## src/rtl/in_xif.sv

```systemverilog
// CORE-V-XIF result-side types used by the FPU model; widths come from X_ID_WIDTH and FLEN defines.
`ifndef X_ID_WIDTH
`define X_ID_WIDTH 4
`endif
`ifndef FLEN
`define FLEN 32
`endif

package in_xif;

  localparam int XIF_ID_W = `X_ID_WIDTH;
  localparam int XIF_FLEN = `FLEN;

  typedef struct packed {
    logic [XIF_ID_W-1:0] id;
    logic [XIF_FLEN-1:0] data;
    logic [4:0]          rd;
    logic                we;
  } x_result_t;

endpackage

```

## src/rtl/pa_rvfpm.sv

```systemverilog
// Shared FPU-model package: result buffer depth default and pointer-width helper.
package pa_rvfpm;

  localparam int XRB_DEFAULT_DEPTH = 4;

  // One extra bit over the address width acts as the wrap bit.
  function automatic int xrb_ptr_w(input int depth);
    return $clog2(depth) + 1;
  endfunction

endpackage

```

## src/rtl/xrb_ptr_ctrl.sv

```systemverilog
// Read/write pointer pair for the result buffer; flush has priority over push and pop.
module xrb_ptr_ctrl
  import pa_rvfpm::*;
#(
  parameter  int DEPTH = XRB_DEFAULT_DEPTH,
  localparam int PW    = xrb_ptr_w(DEPTH)
) (
  input  logic          ck,
  input  logic          rst,
  input  logic          flush,
  input  logic          push,
  input  logic          pop,
  output logic [PW-2:0] waddr,
  output logic [PW-2:0] raddr,
  output logic          full,
  output logic          empty,
  output logic [PW-1:0] count
);

  logic [PW-1:0] wptr;
  logic [PW-1:0] rptr;

  // NOTE: sequential state uses non-blocking assignments so every register samples pre-edge values.
  always_ff @(posedge ck) begin
    if (rst) begin
      wptr <= '0;
      rptr <= '0;
    end else if (flush) begin
      rptr <= wptr;
    end else begin
      if (push) wptr <= wptr + PW'(1);
      if (pop)  rptr <= rptr + PW'(1);
    end
  end

  assign waddr = wptr[PW-2:0];
  assign raddr = rptr[PW-2:0];
  assign empty = (wptr == rptr);
  assign full  = (wptr[PW-2:0] == rptr[PW-2:0]) && (wptr[PW-1] != rptr[PW-1]);
  assign count = wptr - rptr;

endmodule

```

## src/rtl/xif_result_buffer.sv

```systemverilog
// In-order FIFO between the FPU result port and the core; define XIF_RESULT_BYPASS_EN
// to forward a result combinationally when the buffer is empty.
module xif_result_buffer
  import pa_rvfpm::*;
  import in_xif::*;
#(
  parameter int DEPTH      = XRB_DEFAULT_DEPTH,
  parameter int X_ID_WIDTH = `X_ID_WIDTH,
  parameter int FLEN       = `FLEN
) (
  input  logic                   ck,
  input  logic                   rst,
  input  logic                   in_valid,
  output logic                   in_ready,
  input  x_result_t              in_result,
  output logic                   out_valid,
  input  logic                   out_ready,
  output x_result_t              out_result,
  input  logic                   flush,
  output logic [$clog2(DEPTH):0] count,
  output logic                   overflow
);

  localparam int PW = xrb_ptr_w(DEPTH);

  if (DEPTH < 2 || (DEPTH & (DEPTH - 1)) != 0) begin : g_bad_depth
    $error("xif_result_buffer: DEPTH must be a power of two >= 2");
  end
  if ($bits(x_result_t) != X_ID_WIDTH + FLEN + 6) begin : g_bad_width
    $error("xif_result_buffer: x_result_t does not match X_ID_WIDTH/FLEN");
  end

  x_result_t     mem [DEPTH];
  logic          full;
  logic          empty;
  logic [PW-2:0] waddr;
  logic [PW-2:0] raddr;
  logic [PW-1:0] occ;
  logic          bypass;
  logic          push;
  logic          pop;

`ifdef XIF_RESULT_BYPASS_EN
  assign bypass = empty && !flush && in_valid && !rst;
`else
  assign bypass = 1'b0;
`endif

  assign in_ready = !full && !rst;

  always_comb begin
    out_valid  = 1'b0;
    out_result = '0;
    if (!rst) begin
      if (!empty) begin
        out_valid  = 1'b1;
        out_result = mem[raddr];
      end else if (bypass) begin
        out_valid  = 1'b1;
        out_result = in_result;
      end
    end
  end

  // A bypassed result that the core takes immediately never occupies a slot.
  assign push  = in_valid && in_ready && !flush && !(bypass && out_ready);
  assign pop   = out_valid && out_ready && !empty && !flush;
  assign count = rst ? '0 : occ;

  xrb_ptr_ctrl #(.DEPTH(DEPTH)) u_ptr_ctrl (
    .ck    (ck),
    .rst   (rst),
    .flush (flush),
    .push  (push),
    .pop   (pop),
    .waddr (waddr),
    .raddr (raddr),
    .full  (full),
    .empty (empty),
    .count (occ)
  );

  // NOTE: the storage array has no reset; validity is tracked by the pointers alone.
  always_ff @(posedge ck) begin
    if (push) mem[waddr] <= in_result;
  end

  always_ff @(posedge ck) begin
    if (rst)                       overflow <= 1'b0;
    else if (in_valid && !in_ready) overflow <= 1'b1;
  end

endmodule

```

## config.mk

```make
export PLATFORM = sky130hd
export DESIGN_NAME = xif_result_buffer
export DESIGN_NICKNAME = d
export VERILOG_FILES = /design/src/rtl/in_xif.sv /design/src/rtl/pa_rvfpm.sv /design/src/rtl/xrb_ptr_ctrl.sv /design/src/rtl/xif_result_buffer.sv
export SDC_FILE = /design/constraint.sdc
export NUM_CORES = 1
export LEC_CHECK = 0
export BUFFER_PORTS_ARGS = -buffer_cell sky130_fd_sc_hd__buf_2
export CORE_ASPECT_RATIO = 0.8
export CORE_MARGIN = 2
export CORE_UTILIZATION = 53
export CTS_BUF_LIST = sky130_fd_sc_hd__clkbuf_4 sky130_fd_sc_hd__clkbuf_8
export DETAILED_ROUTE_END_ITERATION = 10
export PLACE_DENSITY = 0.77
export SLEW_MARGIN = 20
export SYNTH_ARGS = -nofsm -noshare
export SYNTH_HDL_FRONTEND = slang
export SYNTH_SLANG_ARGS = --single-unit
```

## constraint.sdc

```tcl
create_clock -name ck -period 2.42 [get_ports ck]
set_input_delay 0.121 -clock ck [delete_from_list [all_inputs] [get_ports ck]]
set_output_delay 0.121 -clock ck [all_outputs]
set_load 0.02 [all_outputs]
```

* Yosys cells after proc, flatten, opt, wreduce, memory -nomap -nowiden
Memories as Yosys holds them, arrays and structs flattened. A register that Yosys moved wholly into a read port is not among the register bits.
Cells that the tools add are included.
Widths: inputs -> output; s select.
** Word-level totals
- Register bits after elaboration :: 7
- Memory bits (writable) :: 168
- Input bits :: 47
- Output and inout bits :: 48
- Logic and storage cells :: 37
- Memories :: 1
** Memory list
- mem :: words 4, bits a word 42, rd ports 1, clocked after Yosys merged registers in 1, write ports 1, RTL line xif_result_buffer.sv:33 : x_result_t mem [DEPTH];
** Cells by class
- Add/subtract/negate cells :: 3
- Equality and inequality tests :: 3
- Mux-type cells :: 11
- Bitwise logic cells :: 1
- Reduce and logical (&&, ||, !) cells :: 15
** Operators by type and width (number)
- $mux 42 :: 2
- $mux 3 :: 3
- $logic_and 1x1->1 :: 8
- $add 3x1->3 const B :: 2
- $logic_not 1->1 :: 5
- $mux 1 :: 4
- $mux 2 :: 2
- $eq 3x3->1 :: 1
- $sub 3x3->3 :: 1
- $eq 2x2->1 :: 1
- $reduce_and 2->1 :: 1
- $reduce_bool 2->1 :: 1
- $ne 1x1->1 :: 1
- $not 1->1 :: 1

* Longest topological paths before layout
Gate-level depths: netlist (run 1).
- Depth in word-level cells :: 10
- Gate-level depth with buffers :: 7
- Mapped depth without buffers :: 6

* Cells and area by module
Synthesis (run 1) repeated with hierarchy kept, for this count alone.
** Unflattened totals
- Cell total of the unflattened synthesis :: 375
- Area total of the unflattened synthesis :: 6815.3 µm²
** By module, submodules not included
- xif_result_buffer :: times used 1, cells an instance 332, area an instance 6417.4 µm², sequential area each 5064.9 µm²
- xrb_ptr_ctrl :: times used 1, cells an instance 43, area an instance 397.9 µm², sequential area each 120.1 µm²

* Least setup slack after synthesis (run 1)
No wires, ideal clock.
- Path kind :: register -> register
- From :: reg u_ptr_ctrl.wptr[0]
- To :: mem mem[0][0] in the netlist's numbering (enable)
- Setup time :: 404 ps
- Data arrival time :: 2177 ps
- Data required time :: 2016 ps
- Slack :: -161 ps
- Stages on the path, launching flop included :: 7
- Path buffers :: 1
- Clock period less this slack :: 2581 ps
- Cell sequence :: dfxtp_1 > inv_1 > ha_1 > nand2_1 > o21a_1 > buf_2 > and2_1
** On the way
- Longest elaborated chain between the ends :: 8
** Ends and longest elaborated chain
- from (decl) :: RTL line xrb_ptr_ctrl.sv:20 : logic [PW-1:0] wptr;
- from (signal assigned) :: RTL line xrb_ptr_ctrl.sv:31 : if (push) wptr <= wptr + PW'(1);
- $eq 2x2->1 :: RTL line xrb_ptr_ctrl.sv:39 : assign full = (wptr[PW-2:0] == rptr[PW-2:0]) && (wptr[PW-1] != rptr[PW-1]);
- $logic_and 1x1->1 :: RTL line xrb_ptr_ctrl.sv:39
- $logic_not 1->1 :: RTL line xif_result_buffer.sv:49 : assign in_ready = !full && !rst;
- $logic_and 1x1->1 :: RTL line xif_result_buffer.sv:49
- $logic_and 1x1->1 (2 in a row) :: RTL line xif_result_buffer.sv:66 : assign push = in_valid && in_ready && !flush && !(bypass && out_ready);
- $mux 1 :: RTL line xif_result_buffer.sv:85 : if (push) mem[waddr] <= in_result;
- $mux 1 (implied by the code) :: RTL line xif_result_buffer.sv:85
- to (decl) :: RTL line xif_result_buffer.sv:33
Several ways; a longest one is shown, not always the timed one.

==> results of run 1 <==
-- synthesized netlist by cell type (all sizes together), types with 2 or more instances --
| library cell | number | area, µm² |
|---|---|---|
| edfxtp | 168 | 5040 |
| and2 | 46 | 288 |
| mux4 | 42 | 946 |
| buf | 12 | 70.1 |
| dfxtp | 9 | 180 |
| ha | 7 | 87.6 |
| nor2 | 7 | 26.3 |
| clkbuf | 5 | 18.8 |
| inv | 5 | 18.8 |
| a21oi | 4 | 20.0 |
| nand2 | 3 | 11.3 |
| a221oi | 2 | 17.5 |
| o21a | 2 | 15.0 |
| o31a | 2 | 17.5 |
| xnor2 | 2 | 25.0 |
| xor2 | 2 | 17.5 |
-- path summary, 6_finish.rpt --
| path | startpoint | endpoint | slack (ns) | cells past startpoint |
|---|---|---|---|---|
| setup reg to reg | u_ptr_ctrl.wptr[0]$_SDFFE_PP0P_ | mem[2][14]$_DFFE_PP_ | 0.24 | 6 |
| hold reg to reg | u_ptr_ctrl.wptr[0]$_SDFFE_PP0P_ | u_ptr_ctrl.wptr[0]$_SDFFE_PP0P_ | 0.60 | 2 |
| setup / recovery | u_ptr_ctrl.wptr[0]$_SDFFE_PP0P_ | out_result[0] | 0.16 | 6 |
| hold / removal | rst | u_ptr_ctrl.wptr[2]$_SDFFE_PP0P_ | 0.04 | 2 |
-- cell usage in the layout, fill, tap and decap left out, drive strengths merged, types with 2 or more instances in the layout --
cell and instances:
a21oi 4, a221oi 2, and2 46, buf 102
bufinv 3, clkbuf 18, clkinv 5, clkinvlp 2
dfxtp 9, dlygate4sd3 45, edfxtp 168, ha 7
inv 10, mux4 42, nand2 3, nor2 7
o21a 2, o31a 2, xnor2 2, xor2 2
-- per-stage QoR --
step	util (%)	power (mW)
after global routing	67.0	6.29
after global placement	60.1	3.99
after detailed placement	60.1	4.00
final	67.0	6.09
after floorplan	-	3.81
after CTS	66.9	6.13
-- layer usage --
layer	GRT usage (%)	vias up
met3	3.96	11
met5	0	-
met1	25.1	1805
li1	-	1613
met2	31.1	115
met4	6.44	0
-- cell type report --
| cell class | count | area [µm²] | share of cell area [%] |
|---|---|---|---|
| clock buffer | 18 | 241 | 2.82 |
| clock inverter | 14 | 176 | 2.06 |
| sequential | 177 | 5230 | 61.1 |
| inverter | 6 | 35.0 | 0.409 |
| multi-input combinational | 130 | 1570 | 18.4 |
| tap | 175 | 219 | 2.56 |
| timing repair buffer | 147 | 1080 | 12.6 |
-- report_power, final --
| group | switching (mW) | internal (mW) | total (mW) |
|---|---|---|---|
| sequential | 0.0222 | 3.39 | 3.41 |
| combinational | 0.301 | 0.273 | 0.574 |
| clock | 1.06 | 1.05 | 2.11 |
| total | 1.38 | 4.71 | 6.09 |
-- critical path: cells and delay by family, from the launching register on --
family,cells,cell delay (ns)
AOI/OAI and AO/OA,1,0.29
adders and majority gates,1,0.35
buffers and inverters,3,0.46
DFF,1,0.41
and+or+nand+nor,1,0.19
-- repair_timing --
item                       4_1_cts  5_1_grt
hold buffers                    45        0
gates resized for setup          0        2
setup endpoints to repair        0       42
hold endpoints to repair       172        0
-- cells by family (layout without fill, tap and decap cells) --
family,Yosys count,in the layout
DFF,177,177
and+or+nand+nor,59,59
muxes,42,42
buffers and inverters,23,185
AOI/OAI and AO/OA,17,17
adders and majority gates,8,8
xor gates and xnor gates,4,4
-- state kept, by name, summed over array words and instances (netlist names), named ones only --
name             flops
mem                168
u_ptr_ctrl.rptr      3
u_ptr_ctrl.wptr      3
overflow             1
==> flow_summary.ini, run 1 <==
[detailed_routing]
wl_met1_um = 5550
maxUsedRoutingLayer = met4
detail-route-antenna-nets = 0
drc = 0
wl_met2_um = 6140
via_count = 3544
viasPerCell = 5.31
wl_met3_um = 656
drt_iter0_drc = 257
wire_per_inst_um = 18.7
wirelength_um = 12500
dr.pass1.iters = 5

[critical_path]
critPathMaxStageDelay_ns = 0.41
crit_fanout = 45
cp_data_arrival_time_ns = 2.14
slowest_stage = dfxtp_1
worst_ep_required_time_ns = 2.30
crit_type = flop to primary output
path_cells = inv_1, ha_1, a31o_4, clkinv_8, and2_1, buf_2
endpoint_kind = primary output
cp-start-kind = flop

[floorplan]
start_util_pct = 54.1
dieArea_um2 = 14000
rows = 37
die_w_um = 132
ios = 95
coreArea_um2 = 12800
dieHeight_um = 106

[clock_tree]
clock-sinks = 177
post_cts_buffers = 0
root_buffer = clkbuf_8
clk_pin_slew_ns = 0.09
cts_buffers = 17
clk-insertion-delay-late_ns = 0.45
clock_path_buffers = 2
htree_num_levels = 4
cts_tree = done

[global_routing]
grt.total_usage_pct = 18.7
grt_pass1_vias = 3662
grt_pass1_wl_um = 19400
antenna_found_initial = 0
grt_remaining_overflow = 0
grt_max_degree = 46

[synthesis]
synthFlopType = edfxtp_1
synth_area_per_cell_um2 = 20.9
synth_edf_count = 168
ys_warn_count = 0
syn_area_um2 = 6910
synth.mux.area_fraction_pct = 13.7
yosys.area_share.adder_pct = 1.56
ys_ff_latch = 177
synth_simple_gate_area_share_pct = 4.96
yosysSeqAreaShare_pct = 75.6
synth_top_family_by_area = multiplexers
synth_compound_area_share_pct = 1.88
async_flop_share_pct = 0
synth_xor_area_share_pct = 0.616
synth_nets = 385
synthCells = 330
synth_cell_types = 30

[placement]
dp.cells = 590
io_buffers = 94
placed_area_um2 = 7680
hpwlAfterDp_um = 7220
dp_slack_ns = 0.250
routabilityCongestion = 0.767

[final_layout]
final_cells = 667
final.fill_count = 862
syn_to_final_growth_pct = 23.8
design_area_um2 = 8560
antenna_cells = 0
layout.nets = 534
drive_gt1_share_pct = 37.6

[pwr]
powerDensity_nw_per_um2 = 712
leakage_nw = 3.00
peakVddDrop_uv = 1030

[sta]
tightest_slew_ns = 0.305
drv_slew = 0
fin_tns_setup_ns = 0
period_needed_ns = 2.26
hold_slack_ns = 0.0377
fmax_mhz = 443
setup_viol = 0
final_hold_viol_count = 0
period_share_pct = 93.3
postLayoutSetupSlackWorst_ns = 0.162
slew_headroom_pct = 79.5
fin_worst_skew_ns = 0.0133
rsz0062_at_grt = false

[run]
cap_violations = 0

[hold_path]
worstHoldPathType = input port to flop

[outcome]
status = completed
(Power assumes the default switching activity.)
==> run 2: changes to the inputs <==
- ABC_AREA: unset -> 1
- CORE_UTILIZATION: 53 -> 54
- PLACE_DENSITY: 0.77 -> 0.79
==> flow_summary.ini, run 2 <==
[outcome]
status = completed

[final_layout]
seq_area_um2 = 5230
final_util_pct = 68.4
layout.cells.most_common = nor2_1
layout.nets = 775
design_area_um2 = 8730
top_regs = mem: 168 flops, u_ptr_ctrl.rptr: 3 flops, u_ptr_ctrl.wptr: 3 flops
syn_to_final_growth_pct = 24.0
largest_reg_flops = 168
final.fill_count = 887
final_cells = 908
multiInputGateArea_um2 = 1640
antenna_cells = 0
drive_gt1_share_pct = 20.7
largest_register = mem
most-common-layout-cells = 176 x nor2_1, 168 x edfxtp_1, 93 x buf_2

[critical_path]
regToRegSetupSlack_ns = 0.40
cp_common_cell = inv_1
worst_ep_required_time_ns = 2.30
cp_num_buf_inv = 4
slowest_stage = dfxtp_1
cp_data_arrival_time_ns = 2.21
crit_type = flop to primary output
crit_fanout = 13
endpoint_kind = primary output
rr_startpoint = u_ptr_ctrl.rptr[1]$_SDFFE_PP0P_
path_cells = inv_1, ha_1, nand2_1, inv_1, nand3_1, nand2_2, buf_4, a21oi_1, buf_2
cp-start-kind = flop
r2r_end = mem[2][24]$_DFFE_PP_
path_delay_family = buffers and inverters
critPathMaxStageDelay_ns = 0.42
r2r_cells = 9

[sta]
rsz0062_at_grt = true
fmax_mhz = 429
fin_tns_setup_ns = 0
tightest_slew_ns = 0.683
fin_worst_skew_ns = 0.0113
drv_slew = 0
period_share_pct = 96.3
slew_headroom_pct = 54.4
final_hold_viol_count = 0
period_needed_ns = 2.33
setup_viol = 0

[synthesis]
ys_ff_latch = 177
synth_area_per_cell_um2 = 12.2
synthCells = 579
yosysSeqAreaShare_pct = 74.2
synth_nets = 634
synth_top_area_share_pct = 71.6
yosys-top-cells-count = 180 x nor2_1, 168 x edfxtp_1, 60 x o21ai_1, 50 x a21oi_1, 27 x o21ai_0
synth_edf_count = 168
synth_largest_area_cell = edfxtp_1
synthFlopType = edfxtp_1
synth_cell_types = 18
yosysMostFrequentCell = nor2_1
syn_area_um2 = 7040
async_flop_share_pct = 0
synthTopCellsByArea = edfxtp_1 72%, nor2_1 9.6%, o21ai_1 4.3%
ys_warn_count = 0

[global_routing]
grt_max_degree = 85
grt_remaining_overflow = 0
grt_pass1_vias = 4781
grt.total_usage_pct = 21.8
antenna_found_initial = 0
grt_pass1_wl_um = 23600

[floorplan]
dieHeight_um = 106
dieArea_um2 = 14000
die_w_um = 132
rows = 37
start_util_pct = 55.1
coreArea_um2 = 12800
ios = 95

[hold_path]
worstHoldPathType = input port to flop
whs_path_depth = 4
worstHoldStart = flush
holdPathEnd = u_ptr_ctrl.rptr[2]$_SDFFE_PP0P_

[clock_tree]
clock-sinks = 177
clk_pin_slew_ns = 0.09
cts_tree = done
clk-insertion-delay-late_ns = 0.44
cts_buffers = 17
clock_path_buffers = 2
root_buffer = clkbuf_8
htree_num_levels = 4

[placement]
hpwlAfterDp_um = 8700
routabilityCongestion = 0.860
placed_area_um2 = 7790
io_buffers = 94
dp.cells = 831

[detailed_routing]
viasPerCell = 5.29
wirelength_um = 14800
via_count = 4802
drc = 0
dr.pass1.iters = 5
detail-route-antenna-nets = 0
wire_per_inst_um = 16.3
drt_iter0_drc = 399

[run]
cap_violations = 0

[pwr]
peakVddDrop_uv = 552
powerDensity_nw_per_um2 = 746
leakage_nw = 3.23
-- run 2: where the power goes --
group	internal, mW	switching, mW	total [mW]
sequential	3.39	0.0164	3.40
clock	1.34	1.02	2.37
combinational	0.265	0.481	0.746
total	5.00	1.52	6.52
-- run 2: logic make-up after synthesis --
logic type | Yosys count | synth area share [%]
buf+inv | 49 | 3.16
simple gates | 206 | 11.2
flops | 177 | 74.2
compound gates | 137 | 9.73
fa+ha+maj | 8 | 1.53
xor+xnor | 2 | 0.249
-- run 2: per-stage QoR --
step	setup slack (ns)	power, mW	hold slack [ns]
6_report	0.0901	6.52	0.0665
4_1_cts	0.0147	6.54	0.0441
5_1_grt	-0.0328	6.76	0.104
3_5_place_dp	0.356	4.16	0.342
3_3_place_gp	0.449	4.14	0.340
2_1_floorplan	-0.306	3.91	0.190
-- run 2: worst min-delay path, cell delays in order --
cell     delay [ns]
buf_2          0.13
o21ai_0        0.10
nand2_1        0.06
a21oi_1        0.05
-- run 2: area by class of cell --
cell class                 count  area share (%)
sequential                   177            59.9
multi-input combinational    353            18.7
timing repair buffer         153            12.6
clock buffer                  18            2.77
clock inverter                14            2.71
tap                          175            2.51
inverter                      18           0.774
-- run 2: how the worst max path moves through the flow --
stage | slack, ns | cells past startpoint | to | from
2_1_floorplan | -0.31 | 7 | mem[3][0]$_DFFE_PP_ | u_ptr_ctrl.wptr[0]$_SDFFE_PP0P_
3_3_place_gp | 0.45 | 9 | mem[2][30]$_DFFE_PP_ | u_ptr_ctrl.wptr[0]$_SDFFE_PP0P_
3_5_place_dp | 0.36 | 9 | mem[2][27]$_DFFE_PP_ | u_ptr_ctrl.wptr[0]$_SDFFE_PP0P_
4_1_cts | 0.01 | 9 | out_result[24] | u_ptr_ctrl.wptr[0]$_SDFFE_PP0P_
5_1_grt | -0.03 | 9 | out_result[29] | u_ptr_ctrl.wptr[0]$_SDFFE_PP0P_
6_report | 0.09 | 9 | out_result[31] | u_ptr_ctrl.rptr[1]$_SDFFE_PP0P_
-- run 2: timing repair --
item	in CTS	in global routing
endpoints found under the setup margin	0	42
resized for setup	0	4
hold buffers	45	0
buffers inserted	0	0
endpoints found under the hold margin	172	0
-- run 2: metal layers --
layer,up-vias,global-route usage [%],share of wire (%)
li1,2307,-,-
met1,2319,28.3,43
met4,0,5.98,0.96
met2,161,37.7,50
met3,15,4.63,5.9
met5,-,0,0
